==> config.mk <==
export PLATFORM = sky130hd
export DESIGN_NAME = serial_addsub_hex
export DESIGN_NICKNAME = d
export VERILOG_FILES = /design/src/rtl/serial_addsub_hex.sv
export SDC_FILE = /design/constraint.sdc
export NUM_CORES = 1
export LEC_CHECK = 0
export ABC_AREA = 1
export CELL_PAD_IN_SITES_DETAIL_PLACEMENT = 1
export CELL_PAD_IN_SITES_GLOBAL_PLACEMENT = 1
export CORE_AREA = 2 2 86 88
export CTS_CLUSTER_SIZE = 24
export DETAILED_ROUTE_END_ITERATION = 16
export DIE_AREA = 0 0 88 90
export PLACE_DENSITY_LB_ADDON = 0.1
export SLEW_MARGIN = 5
export SYNTH_ARGS = -nofsm -noshare
export SYNTH_HDL_FRONTEND = slang
export SYNTH_SLANG_ARGS = --single-unit
==> constraint.sdc <==
create_clock -name clk -period 2.2 [get_ports clk]
set_input_delay 0.55 -clock clk [delete_from_list [all_inputs] [get_ports clk]]
set_output_delay 0.55 -clock clk [all_outputs]
set_load 0.005 [all_outputs]
==> src/rtl/serial_addsub_hex.sv <==
// serial_addsub_hex: bit-serial adder/subtractor (LSB first) whose held result
// is scanned as hex digits onto a multiplexed common-anode seven-segment display.
module serial_addsub_hex #(
   parameter int WIDTH   = 8,
   parameter int REFRESH = 1000
) (
   input  logic                   clk,
   input  logic                   rst_n,
   input  logic [WIDTH-1:0]       sw1,
   input  logic [WIDTH-1:0]       sw2,
   input  logic                   cin,
   input  logic                   sub,
   input  logic                   start,
   output logic                   busy,
   output logic                   done,
   output logic [WIDTH-1:0]       sum,
   output logic                   cout,
   output logic                   ovf,
   output logic [WIDTH/4-1:0]     digit_sel,
   output logic [6:0]             led
);

   localparam int NDIG = WIDTH / 4;
   localparam int CW   = $clog2(WIDTH);
   localparam int SW   = $clog2(REFRESH + 1);
   localparam int IW   = (NDIG > 1) ? $clog2(NDIG) : 1;
   localparam logic [NDIG-1:0] SEL_RST = ~(NDIG'(1));

   typedef enum logic [1:0] {
      IDLE,
      RUN,
      DONE
   } state_t;

   state_t            state_q, state_d;
   logic [WIDTH-1:0]  a_q, a_d;
   logic [WIDTH-1:0]  b_q, b_d;
   logic              carry_q, carry_d;
   logic [CW-1:0]     cnt_q, cnt_d;
   logic [WIDTH-1:0]  res_q, res_d;
   logic [WIDTH-1:0]  sum_q, sum_d;
   logic              cout_q, cout_d;
   logic              ovf_q, ovf_d;
   logic [SW-1:0]     scan_q, scan_d;
   logic [IW-1:0]     idx_q, idx_d;
   logic [NDIG-1:0]   sel_q, sel_d;
   logic [6:0]        led_q, led_d;
   logic [3:0]        nib;
   logic              bit_s;
   logic              carry_nx;

   // Hex digit to active-low segment pattern, bit order g,f,e,d,c,b,a.
   function automatic logic [6:0] hex_glyph(input logic [3:0] n);
      case (n)
         4'h0: hex_glyph = 7'b1000000;
         4'h1: hex_glyph = 7'b1111001;
         4'h2: hex_glyph = 7'b0100100;
         4'h3: hex_glyph = 7'b0110000;
         4'h4: hex_glyph = 7'b0011001;
         4'h5: hex_glyph = 7'b0010010;
         4'h6: hex_glyph = 7'b0000010;
         4'h7: hex_glyph = 7'b1111000;
         4'h8: hex_glyph = 7'b0000000;
         4'h9: hex_glyph = 7'b0011000;
         4'hA: hex_glyph = 7'b0001000;
         4'hB: hex_glyph = 7'b0000011;
         4'hC: hex_glyph = 7'b1000110;
         4'hD: hex_glyph = 7'b0100001;
         4'hE: hex_glyph = 7'b0000110;
         default: hex_glyph = 7'b0001110;
      endcase
   endfunction

   // One full-adder slice working on the current LSBs of the operand shifters.
   assign bit_s    = a_q[0] ^ b_q[0] ^ carry_q;
   assign carry_nx = (a_q[0] & b_q[0]) | (a_q[0] & carry_q) | (b_q[0] & carry_q);

   // Sequencer: capture operands in IDLE, shift one bit per clock in RUN,
   // publish result/carry/overflow on the final bit, then a single DONE cycle.
   always_comb begin
      state_d = state_q;
      a_d     = a_q;
      b_d     = b_q;
      carry_d = carry_q;
      cnt_d   = cnt_q;
      res_d   = res_q;
      sum_d   = sum_q;
      cout_d  = cout_q;
      ovf_d   = ovf_q;
      case (state_q)
         IDLE: begin
            if (start) begin
               a_d     = sw1;
               b_d     = sub ? ~sw2 : sw2;
               carry_d = sub ? 1'b1 : cin;
               cnt_d   = '0;
               state_d = RUN;
            end
         end
         RUN: begin
            res_d   = {bit_s, res_q[WIDTH-1:1]};
            a_d     = a_q >> 1;
            b_d     = b_q >> 1;
            carry_d = carry_nx;
            cnt_d   = cnt_q + CW'(1);
            if (cnt_q == CW'(WIDTH - 1)) begin
               sum_d   = {bit_s, res_q[WIDTH-1:1]};
               cout_d  = carry_nx;
               ovf_d   = carry_q ^ carry_nx;
               state_d = DONE;
            end
         end
         DONE: begin
            state_d = IDLE;
         end
         default: begin
            state_d = IDLE;
         end
      endcase
   end

   // Display scan: free-running dwell counter advances the digit index, and the
   // segment/enable registers follow the new index on that same edge.
   always_comb begin
      scan_d = scan_q + SW'(1);
      idx_d  = idx_q;
      if (scan_q == SW'(REFRESH - 1)) begin
         scan_d = '0;
         idx_d  = (idx_q == IW'(NDIG - 1)) ? '0 : idx_q + IW'(1);
      end
      nib   = '0;
      sel_d = '1;
      for (int i = 0; i < NDIG; i++) begin
         if (idx_d == IW'(i)) begin
            nib      = sum_q[4*i +: 4];
            sel_d[i] = 1'b0;
         end
      end
      led_d = hex_glyph(nib);
   end

   // All state registers; reset returns the block to an idle, blank-zero display.
   always_ff @(posedge clk or negedge rst_n) begin
      if (!rst_n) begin
         state_q <= IDLE;
         a_q     <= '0;
         b_q     <= '0;
         carry_q <= 1'b0;
         cnt_q   <= '0;
         res_q   <= '0;
         sum_q   <= '0;
         cout_q  <= 1'b0;
         ovf_q   <= 1'b0;
         scan_q  <= '0;
         idx_q   <= '0;
         sel_q   <= SEL_RST;
         led_q   <= 7'b1000000;
      end else begin
         state_q <= state_d;
         a_q     <= a_d;
         b_q     <= b_d;
         carry_q <= carry_d;
         cnt_q   <= cnt_d;
         res_q   <= res_d;
         sum_q   <= sum_d;
         cout_q  <= cout_d;
         ovf_q   <= ovf_d;
         scan_q  <= scan_d;
         idx_q   <= idx_d;
         sel_q   <= sel_d;
         led_q   <= led_d;
      end
   end

   assign busy      = (state_q == RUN);
   assign done      = (state_q == DONE);
   assign sum       = sum_q;
   assign cout      = cout_q;
   assign ovf       = ovf_q;
   assign digit_sel = sel_q;
   assign led       = led_q;

endmodule

-- Word-level counts from Yosys, hierarchy flattened
Memory sizes are Yosys's and may differ from the RTL's. A register that Yosys moved wholly into a read port is not among the register bits.
Cells that the tools add are included.
- add/sub/neg operators: 3
- multipliers: 0
- divide/modulo/power cells: 0
- order comparisons: 0
- equality and inequality tests: 6
- shift operators: 0
- muxes and demuxes: 19
- bitwise operators: 9
- reduce and logical (&&, ||, !) cells: 6
- operators by type and width (cell ; count):
    one-hot mux 8 bit (2 select lines) ; 2
    two-way mux 8 bit ; 3
    adder 10 x 1 -> 10 bit (second input constant) ; 1
    == test 10 bit (second input constant) ; 1
    two-way mux 10 bit ; 1
    NOT 8 bit ; 1
    two-way mux 1 bit ; 6
    one-hot mux 3 bit (2 select lines) ; 1
    AND reduction 2 bit ; 3
    two-way mux 2 bit ; 2
    two-way mux 4 bit ; 1
    one-hot mux 2 bit (2 select lines) ; 1
    adder 3 x 1 -> 3 bit (second input constant) ; 1
    bitwise AND 1 bit ; 3
    == test 3 bit (second input constant) ; 1
    two-way mux 3 bit ; 1
    bitwise XOR 1 bit ; 3
    == test 2 x 1 -> 1 bit (second input constant) ; 1
    == test 2 bit (second input constant) ; 1
    logical NOT 2 bit ; 1
    != test 2 x 1 -> 1 bit (second input constant) ; 1
    != test 2 bit (second input constant) ; 1
    OR 1 bit ; 2
    one-hot mux 1 bit (2 select lines) ; 1
    3 further kinds ; 3
- bits in registers: 53
- latch bits: 0
- RAM bits: 0
- bits in read-only memories: 112
- output and inout port bits: 21
- memories kept: 1
- memories (name ; words ; width ; read ports ; clocked after memory_dff ; wr ports ; RTL line ; RTL):
    (name not given) ; 16 ; 7 ; 1 ; 1 ; 0 ; 54 ; case (n)

-- Depth between registers and ports, before layout
Gate-level depths: netlist of run 1.
- word-level depth: 4
- gate-level depth with buffers: 15
- depth with buffers taken out: 15

-- Worst setup path before layout of run 1
Ideal clock, no wire load.
- path kind: register to register
- from: register scan_q[0]
- to: register led_q[3] (netlist: led[3])
- library setup time: 0.116 ns
- data arrival time: 1.782 ns
- path slack: 0.302 ns
- stages on the path, launching flop included: 16
- buffers on the path: 0
- path through: dfrtp_1 -> ha_1 -> nand2_1 -> inv_1 -> nand3_2 -> nand2_4 -> nand2_4 -> nand2_1 -> nand2_2 -> inv_1 -> ha_1 -> inv_1 -> nand3_1 -> nand2_1 -> nand2_1 -> nand2_1
- longest elaborated chain between the ends: 3
- ends and longest elaborated chain (element ; RTL line ; RTL):
    start: declaration ; 44 ; logic [SW-1:0] scan_q, scan_d;
    start signal: assignment ; 168 ; scan_q <= scan_d;
    == test 10 bit ; 127 ; if (scan_q == SW'(REFRESH - 1)) begin
    two-way mux 1 bit ; 127 ;
    via idx_d ; 45 ; logic [IW-1:0] idx_q, idx_d;
    two-way mux 4 bit ; 134 ; if (idx_d == IW'(i)) begin
    end: declaration ; 47 ; logic [6:0] led_q, led_d;
The timed path passes the listed nets, and every way through them passes these cells.
A chain may end at the register's enable or synchronous reset.

-- Worst setup path in the final report of run 1
- from: register state_q[1]
- to: output port busy
- longest elaborated chain between the ends: 1
- ends and longest elaborated chain (element ; RTL line ; RTL):
    start: declaration ; 35 ; state_t state_q, state_d;
    start signal: assignment ; 159 ; state_q <= state_d;
    == test 2 x 1 -> 1 bit ; 175 ; assign busy = (state_q == RUN);
    end: declaration ; 14 ; output logic busy,
No other way between the ends.

==> summary by stage, run 1 <==
Status
The flow ran to the end, and the final reports show no timing, DRC or antenna violations.

Timing
The shortest period the worst path allows is 2.09 ns. For the final database, setup skew stands at 0.00644 ns. The maximum operating frequency is 0.479 GHz. The final worst-path cycle share is 94.8%.

At the pin with the least slew margin, the transition time is approximately 0.57 ns. Hold timing on the final database bottoms out at a slack of around 0.19 ns. The number of hold violations in the final report is 0.

The setup TNS after final layout is 0 ns. The setup violation total in the final timing report is 0. The number of pins exceeding their max-slew limit in the final report is 0. Headroom to the max-slew limit came out at 62.1%.

Pwr
In this run the power spent charging and discharging nets is 1.68 mW. The design draws 4.78 mW. The share of total power dissipated in the clock network is a little over a quarter. For this design the static power due to leakage is ~1.7 nW.

Internal power comes to 3.10 mW. Of the total power, registers draw 35.0%. IR analysis of the VDD net gives a maximum drop of approximately 0.54 mV. The switching fraction of total power is 35.2%. Of the total power, combinational logic draws 38.5%. The power per cell area is 1300 mW/mm².

Finish
After the flow finishes, the layout carries non-filler instances totaling 463. Of the cells placed in the final design, the portion with a size suffix greater than 1 is 15.7%. The final core utilization is a little over half. Compared with the post-synthesis result, the final layout area differs by 30.2%. The number of antenna cells inserted is 0. The fill cell instance count of the final layout is approximately 800. The final layout contains 389 nets.

Detailed routing
The number of design rule violations left after detail routing is 0. The via count is 2231. Dividing the detail-routed wire length by the instance count gives 14.8 µm.

The violation count after the first detailed-routing iteration is 74. For this block, the routed nets add up to 6.87 mm of wire. The detail route stage leaves a number of antenna-violating nets equal to 0.

The first-pass detailed-route iteration total is 4. Using the TritonRoute via totals, the vias-per-cell ratio works out to roughly 4.8.

Floorplanning
The floorplan step defined a die boundary enclosing 0.00792 mm². The area of the core is 0.00702 mm². The number of rows in the core area is 31. The starting density of the core is 40.1%.

For this design the top-level I/O count stands at 42. From left edge to right edge, the die measures around 88 µm. The y dimension of the die is 90 µm.

Synth
Counting flops with an async set or reset pin after synthesis yields a share of 100%. The area fraction in compound gates after synthesis is 10.4%. The synthesized netlist devotes about 4.3% of its cell area to adder and majority cells. In this run the mean area of a mapped cell was 9.23 µm². The share of cell area taken by muxes after synthesis is 0%. The top cell type by area accounts for 49.8% of the synthesized area. In this run, synthesis inferred 0 flip-flops with an integrated enable. Counting flops and latches in the post-synthesis netlist gives 58. The Yosys warning count is 0. The net count of the mapped netlist is 335. Summing the areas of all xor and xnor instances in the mapped netlist gives between 3 and 4% of the synthesized area. The count of cell types in the netlist is 32. The post-synth design cell area is 0.00282 mm². The share of the Yosys chip area taken by registers is 51.6%. Yosys attributes the largest share of cell area to sky130_fd_sc_hd__dfrtp_1 50%, sky130_fd_sc_hd__nand2_1 8.9%, sky130_fd_sc_hd__inv_1 4.5%. By area, the combinational part of the netlist is dominated by simple AND/OR/NAND/NOR gates.

After technology mapping, the gate count stands at 305. The top flip-flop cell by instance count after synthesis is sky130_fd_sc_hd__dfrtp_1. After Yosys synthesis, and, or, nand and nor cells account for 23.9% of the synthesized area.

The synthesized design spends more area on one cell type than any other, namely sky130_fd_sc_hd__dfrtp_1.

Worst setup path
The arrival time reported for the critical path endpoint is between 1.5 and 2 ns. The critical path runs through a total of 4 cells. The number of buffers and inverters on the critical path is 3.

In this run the worst setup path begins at state_q[1]. The element type at the critical path end is an output port. The worst setup slack for register-to-register paths is 0.18 ns.

Walking the worst path, the cells encountered are inv_1 -> nand2_1 -> inv_2 -> clkdlybuf4s50_1. STA classifies the critical path startpoint as a register. The maximum cell stage delay along the critical path is approximately 0.52 ns. The cell type group with the largest total delay on the critical path is buffers and inverters. The endpoint of the worst register-to-register path is led[3]. The critical path is of the reg -> out type. Data on the critical path is required at its endpoint by 1.65 ns. The capturing element of the worst setup path is busy. In this run the critical register-to-register path is launched from scan_q[0]. The depth of the most critical reg-to-reg path is 14. The slowest library cell on the worst path is sky130_fd_sc_hd__clkdlybuf4s50_1.

Of all nets on the critical path, the largest fanout is 3.

Global route
Entering global routing, the biggest net connects 59 pins. The via count of the first global-routing pass is between 2000 and 2500. Global routing used around 20% of the available tracks across all layers.

The initial antenna violation count is 0. The global-route wire length before repair is between 10 and 15 mm. The overflow left after global routing is 0.

Placement
Port buffering added 41 buffers. Detailed placement ended at an HPWL of 4.81 mm. The final weighted congestion of routability-driven global placement is 0.757. Once placement completed, the tool counted placed cells totaling 443.

Clock network
The TritonCTS clock tree is done. The count of hold buffers inserted by post-cts repair is 0. The number of sinks on the clock net is 58. The clock latency at the later pin of the worst-skew pair is 0.35 ns.

The CTS root buffer is sky130_fd_sc_hd__clkbuf_8. The clock transition at the registers of the reported paths is 0.07 ns. Counting along the longest clock path gives a buffer depth of 2.

CTS built an H-tree with a depth of 3. The number of buffers created by CTS is 9.

Run
The tool flagged a number of max-cap violations equal to 0.

Min path
The worst hold-check path type is in -> async.
==> state kept, by name, summed over array words and instances (netlist names) <==
| register | cells |
|---|---|
| led | 7 |
| scan_q | 10 |
| carry_q | 1 |
| b_q | 8 |
| cnt_q | 3 |
| res_q | 7 |
| sum | 8 |
| cout | 1 |
| digit_sel | 2 |
| a_q | 8 |
| ovf | 1 |
| state_q | 2 |
==> power by group through the flow <==
| stage | combinational, mW | sequential [mW] | clock (mW) |
|---|---|---|---|
| final | 1.84 | 1.67 | 1.27 |
| after global routing | 2.11 | 1.72 | 1.35 |
| after CTS | 1.83 | 1.68 | 1.29 |
| after detailed placement | 1.81 | 1.69 | 0 |
| after global placement | 1.74 | 1.68 | 0 |
| after floorplan | 1.08 | 1.64 | 0 |
==> worst min-delay path by stage <==
stage,start,endpoint,slack [ns]
4_1_cts,rst_n,scan_q[7],0.20
2_1_floorplan,rst_n,a_q[0],0.25
5_1_grt,rst_n,scan_q[6],0.20
3_3_place_gp,scan_q[0],scan_q[0],0.44
6_report,rst_n,scan_q[7],0.19
3_5_place_dp,scan_q[0],scan_q[0],0.45
==> timing repair <==
action | in CTS | in global routing
setup buffers | 0 | 4
endpoints found under the setup margin | 0 | 4
resized for setup | 0 | 5
==> routing by layer <==
layer	global-route usage, %	up-vias	part of all wire (%)
met5	0	-	0
met4	7.69	0	1.8
met3	4.68	9	3.3
met2	32.3	42	50
met1	24.3	1077	45
li1	-	1103	-
==> cell usage after synthesis (4+ instances only) <==
cell,instances
sky130_fd_sc_hd__nand3_1,25
sky130_fd_sc_hd__dfrtp_1,56
sky130_fd_sc_hd__clkbuf_1,5
sky130_fd_sc_hd__o221ai_1,7
sky130_fd_sc_hd__a21oi_1,5
sky130_fd_sc_hd__o21ai_0,22
sky130_fd_sc_hd__nor3_1,4
sky130_fd_sc_hd__ha_1,8
sky130_fd_sc_hd__nand3_2,5
sky130_fd_sc_hd__nand3b_1,4
sky130_fd_sc_hd__nand2_2,7
sky130_fd_sc_hd__inv_1,34
sky130_fd_sc_hd__nor2_1,12
sky130_fd_sc_hd__nand2_4,4
sky130_fd_sc_hd__xnor2_1,8
sky130_fd_sc_hd__nand2_1,67
sky130_fd_sc_hd__o211ai_1,4
==> kinds of logic (layout without fill, tap and decap cells) <==
| logic type | after synthesis | in the layout |
|---|---|---|
| xor+xnor | 11 | 11 |
| simple gates | 134 | 134 |
| flops | 58 | 58 |
| compound gates | 47 | 47 |
| buf+inv | 46 | 105 |
| fa+ha+maj | 9 | 9 |
==> cell usage in the layout (no fill, tap or decap), types with 2 or more instances in the layout <==
cell type / Yosys / routed
sky130_fd_sc_hd__a21oi_1: 5 / 5
sky130_fd_sc_hd__a22o_1: 3 / 3
sky130_fd_sc_hd__a22oi_1: 3 / 3
sky130_fd_sc_hd__buf_4: 1 / 9
sky130_fd_sc_hd__bufinv_16: 0 / 3
sky130_fd_sc_hd__clkbuf_8: 0 / 11
sky130_fd_sc_hd__clkdlybuf4s50_1: 0 / 40
sky130_fd_sc_hd__dfrtp_1: 56 / 56
sky130_fd_sc_hd__dfstp_2: 2 / 2
sky130_fd_sc_hd__ha_1: 8 / 6
sky130_fd_sc_hd__inv_1: 34 / 33
sky130_fd_sc_hd__inv_2: 3 / 5
sky130_fd_sc_hd__nand2_1: 67 / 66
sky130_fd_sc_hd__nand2_2: 7 / 8
sky130_fd_sc_hd__nand2_4: 4 / 4
sky130_fd_sc_hd__nand3_1: 25 / 25
sky130_fd_sc_hd__nand3_2: 5 / 5
sky130_fd_sc_hd__nand3b_1: 4 / 4
sky130_fd_sc_hd__nor2_1: 12 / 12
sky130_fd_sc_hd__nor2_2: 2 / 2
sky130_fd_sc_hd__nor2_4: 2 / 2
sky130_fd_sc_hd__nor3_1: 4 / 4
sky130_fd_sc_hd__o211ai_1: 4 / 4
sky130_fd_sc_hd__o21ai_0: 22 / 22
sky130_fd_sc_hd__o221ai_1: 7 / 7
sky130_fd_sc_hd__o22ai_1: 2 / 2
sky130_fd_sc_hd__xnor2_1: 8 / 8
sky130_fd_sc_hd__xor2_1: 3 / 3
==> metrics by stage <==
step	area [µm²]	setup slack, ns
CTS	3620	0.0570
global placement	3370	0.177
detailed placement	3370	0.0906
finish	3670	0.114
global route	3670	-0.0278
floorplan	2820	0.302
==> cell type report <==
type / count / area (µm²) / share of cell area [%]
Clock buffer: 12 / 155 / 4.23
Clock inverter: 4 / 97.6 / 2.66
Inverter: 38 / 143 / 3.89
Multi-Input combinational cell: 201 / 1200 / 32.7
Sequential cell: 58 / 1450 / 39.7
Tap cell: 99 / 124 / 3.38
Timing Repair Buffer: 51 / 493 / 13.4
Power figures use the tool's default switching activity.
==> run 2: changes to the inputs <==
Settings changed: CELL_PAD_IN_SITES_GLOBAL_PLACEMENT 1 to 2, CORE_AREA 2 2 86 88 to 2 2 96 98, DIE_AREA 0 0 88 90 to 0 0 98 100, SLEW_MARGIN 5 to default.
==> run 2 against run 1 <==
Effect of this change:
- worst hold slack got worse by 0.0071 ns
- total power fell by 3.8%
- design area fell by 0.10%
- sequential share of layout area barely moved
- sequential power barely moved
- core utilization fell by 11 points
- critical path depth did not move
- largest power group unchanged
==> summary by stage, run 2 (synthesized netlist as in run 1, its figures left out) <==
Status
Outcome: finished clean (unchanged).

Worst setup path
The critical path class is reg -> out (unchanged). The startpoint of the most critical setup path is state_q[1] (unchanged). The element type at the critical path end was an output port (unchanged). The depth of the most critical reg-to-reg path is 15 (was 14). The maximum cell stage delay along the critical path is 0.52 ns (about the same). The cell type group with the largest total delay on the critical path is buffers and inverters (unchanged). The worst setup slack for register-to-register paths is 0.21 ns (was 0.18 ns). Crit-path cells: inv_1 -> nand2_1 -> clkinv_1 -> clkdlybuf4s50_1 (was inv_1 -> nand2_1 -> inv_2 -> clkdlybuf4s50_1).

The number of buffers and inverters on the critical path is 3 (unchanged). The endpoint of the worst register-to-register path is led[3] (unchanged). The startpoint of the worst register-to-register path is scan_q[0] (unchanged).

The critical path launch point type is a register (unchanged). The arrival time reported for the critical path endpoint is 1.55 ns (was 1.54 ns). The worst-path maximum fanout is 3 (unchanged). The endpoint required time on the critical path is 1.65 ns (about the same). The slowest library cell on the worst path is sky130_fd_sc_hd__clkdlybuf4s50_1 (unchanged).

Timing
The setup violation total in the final timing report came to 0 (unchanged). The number of hold violations in the final report is 0 (unchanged). The maximum operating frequency is 0.477 GHz (was 0.479 GHz). The shortest period the worst path allows is 2.10 ns (was 2.09 ns). The tightest hold margin came to 0.180 ns (was 0.188 ns). The final worst-path cycle share is 95.3% (was 94.8%). The number of pins exceeding their max-slew limit in the final report is 0 (unchanged). The worst setup margin is 0.103 ns (was 0.114 ns).

The slew at the pin closest to its max-slew limit was 0.536 ns (was 0.568 ns). The setup TNS after final layout is 0 ns (unchanged). Setup repair after global routing left no endpoint under its margin. The remaining max-slew budget at the tightest pin is 64.2% (was 62.1%). The worst-case clock skew is 0.00632 ns (was 0.00644 ns).

Pwr
The switching fraction of total power came to 35.9% (was 35.2%). The switching power of the nets is 1.65 mW (was 1.68 mW). The design internal power is 2.95 mW (was 3.10 mW). The proportion of power drawn by flip-flops and latches was 36.3% (was 35.0%). The power per cell area is 1260 mW/mm² (was 1300 mW/mm²). The largest voltage drop on the vdd net is 0.514 mV (was 0.538 mV). The static leakage is 1.68 nW (was 1.69 nW).

The relative contribution of combinational cells to total power is 39.3% (was 38.5%). The relative contribution of the clock network to total power is 24.4% (was 26.5%).

Global route
The overflow left after global routing was 0 (unchanged). The global-route wire length before repair is 12.0 mm (was 11.8 mm). The via count of the first global-routing pass is 2397 (was 2464).

The largest net degree at the start of global routing came to 39 (was 59). The initial antenna violation count was 0 (unchanged). The global routing usage summed across all routing layers was 15.5% (was 19.6%).

Placement
The final weighted congestion of routability-driven global placement is 0.792 (was 0.757). The worst setup slack after placement is 0.0472 ns (was 0.0906 ns). The total of buffers placed on input and output ports is 41 (unchanged). The number of cells after detailed placement was 455 (was 443). The placed standard-cell area came to 0.00338 mm² (was 0.00337 mm²).

The post-DP HPWL is 4.88 mm (was 4.81 mm).

Detailed routing
The total wire length after detailed routing is 6.83 mm (was 6.87 mm). The number of nets with antenna violations after routing is 0 (unchanged). The routed wire length per instance is 14.3 µm (was 14.8 µm). The number of design rule violations left after detail routing is 0 (unchanged). The first-pass detailed-route iteration total is 4 (unchanged). The via count came to 2224 (was 2231). The violation count after the first detailed-routing iteration is 87 (was 74). The number of vias per cell after detailed routing is 4.66 (was 4.82).

Clock network
The clock transition at the registers of the reported paths came to 0.07 ns (about the same). The CTS H-tree depth is 3 (unchanged). The count of hold buffers inserted by post-cts repair came to 0 (unchanged). The number of buffers created by CTS is 9 (unchanged). The clock latency at the later pin of the worst-skew pair is 0.34 ns (was 0.35 ns). The number of sinks on the clock net is 58 (unchanged).

The maximum count of clock buffers along a single path came to 2 (unchanged). The CTS root buffer is sky130_fd_sc_hd__clkbuf_8 (unchanged). The TritonCTS clock tree is done (unchanged).

Floorplanning
The area of the core is 0.00889 mm² (was 0.00702 mm²). The starting density of the core was 31.7% (was 40.1%). The overall die area is 0.00980 mm² (was 0.00792 mm²).

The number of ports placed on the die boundary is 42 (unchanged). The die boundary width is 98 µm (was 88 µm). The number of rows in the core area is 35 (was 31).

The y dimension of the die is 100 µm (was 90 µm).

Finish
The most common cell after layout, fill and taps aside was sky130_fd_sc_hd__nand2_1 (unchanged). The number of antenna cells inserted is 0 (unchanged). The largest register by flop count is scan_q (unchanged). The share of layout cells above drive strength 1 came to 15.8% (was 15.7%).

The area growth from synthesis to layout is 30.1% (was 30.2%). The fill cell instance count of the final layout is 1045 (was 803). The number of nets in the layout is 391 (was 389). Most frequent cells in the layout: 66 x sky130_fd_sc_hd__nand2_1, 56 x sky130_fd_sc_hd__dfrtp_1, 40 x sky130_fd_sc_hd__clkdlybuf4s50_1 (unchanged). The final non-filler cell total is 477 (was 463). The final design area excluding fillers is 0.00366 mm² (was 0.00367 mm²). The flip-flop count of the largest register, all copies and words added came to 10 (unchanged).

Min path
The worst hold-check path type is in -> async (unchanged).

Run
The max-capacitance violation count is 0 (unchanged).
-- run 2: how the worst max path moves through the flow --
stage                  end  depth (start not counted)
global route        led[0]                         14
detailed placement  led[3]                         14
CTS                 led[3]                         14
floorplan           led[3]                         15
global placement    led[3]                         14
finish                busy                          4
-- run 2: area by class of cell --
type | instances | area [µm²] | share of cell area, %
clock buffer | 11 | 141 | 3.86
sequential | 58 | 1450 | 39.7
tap | 111 | 139 | 3.79
clock inverter | 5 | 77.6 | 2.12
multi-input combinational | 201 | 1200 | 32.8
inverter | 38 | 143 | 3.89
timing repair buffer | 53 | 508 | 13.9
-- run 2: through the flow --
step / power [mW] / util, %
floorplan: 2.73 / -
global placement: 3.48 / 38.0
detailed placement: 3.51 / 38.0
CTS: 4.65 / 40.5
global route: 5.02 / 41.2
finish: 4.60 / 41.2
-- run 2: power by group through the flow --
stage / Sequential (mW) / Combinational (mW) / Clock (mW)
floorplan: 1.64 / 1.08 / 0
global placement: 1.69 / 1.79 / 0
detailed placement: 1.70 / 1.81 / 0
CTS: 1.68 / 1.82 / 1.16
global route: 1.72 / 2.10 / 1.20
finish: 1.67 / 1.81 / 1.12
-- run 2: worst register-to-register path, delay by kind of cell, from the launching register on --
family,cells,cell delay [ns]
adder cells (fa/ha/maj),2,0.47
flip-flops,1,0.40
buffers and inverters,3,0.22
AND/OR/NAND/NOR,10,0.78
-- run 2: metal layers --
layer  vias to the layer above  track usage [%]  routed length, µm
li1                       1112                -                  -
met1                      1068             19.5               3200
met2                        36             26.2               3320
met3                         8             3.90                233
met4                         0             5.45                 80
met5                         -                0                  0
-- run 2: repair_timing --
action | 4_1_cts | 5_1_grt
resized for setup | 0 | 4
setup endpoints to repair | 0 | 3
buffers inserted | 0 | 6
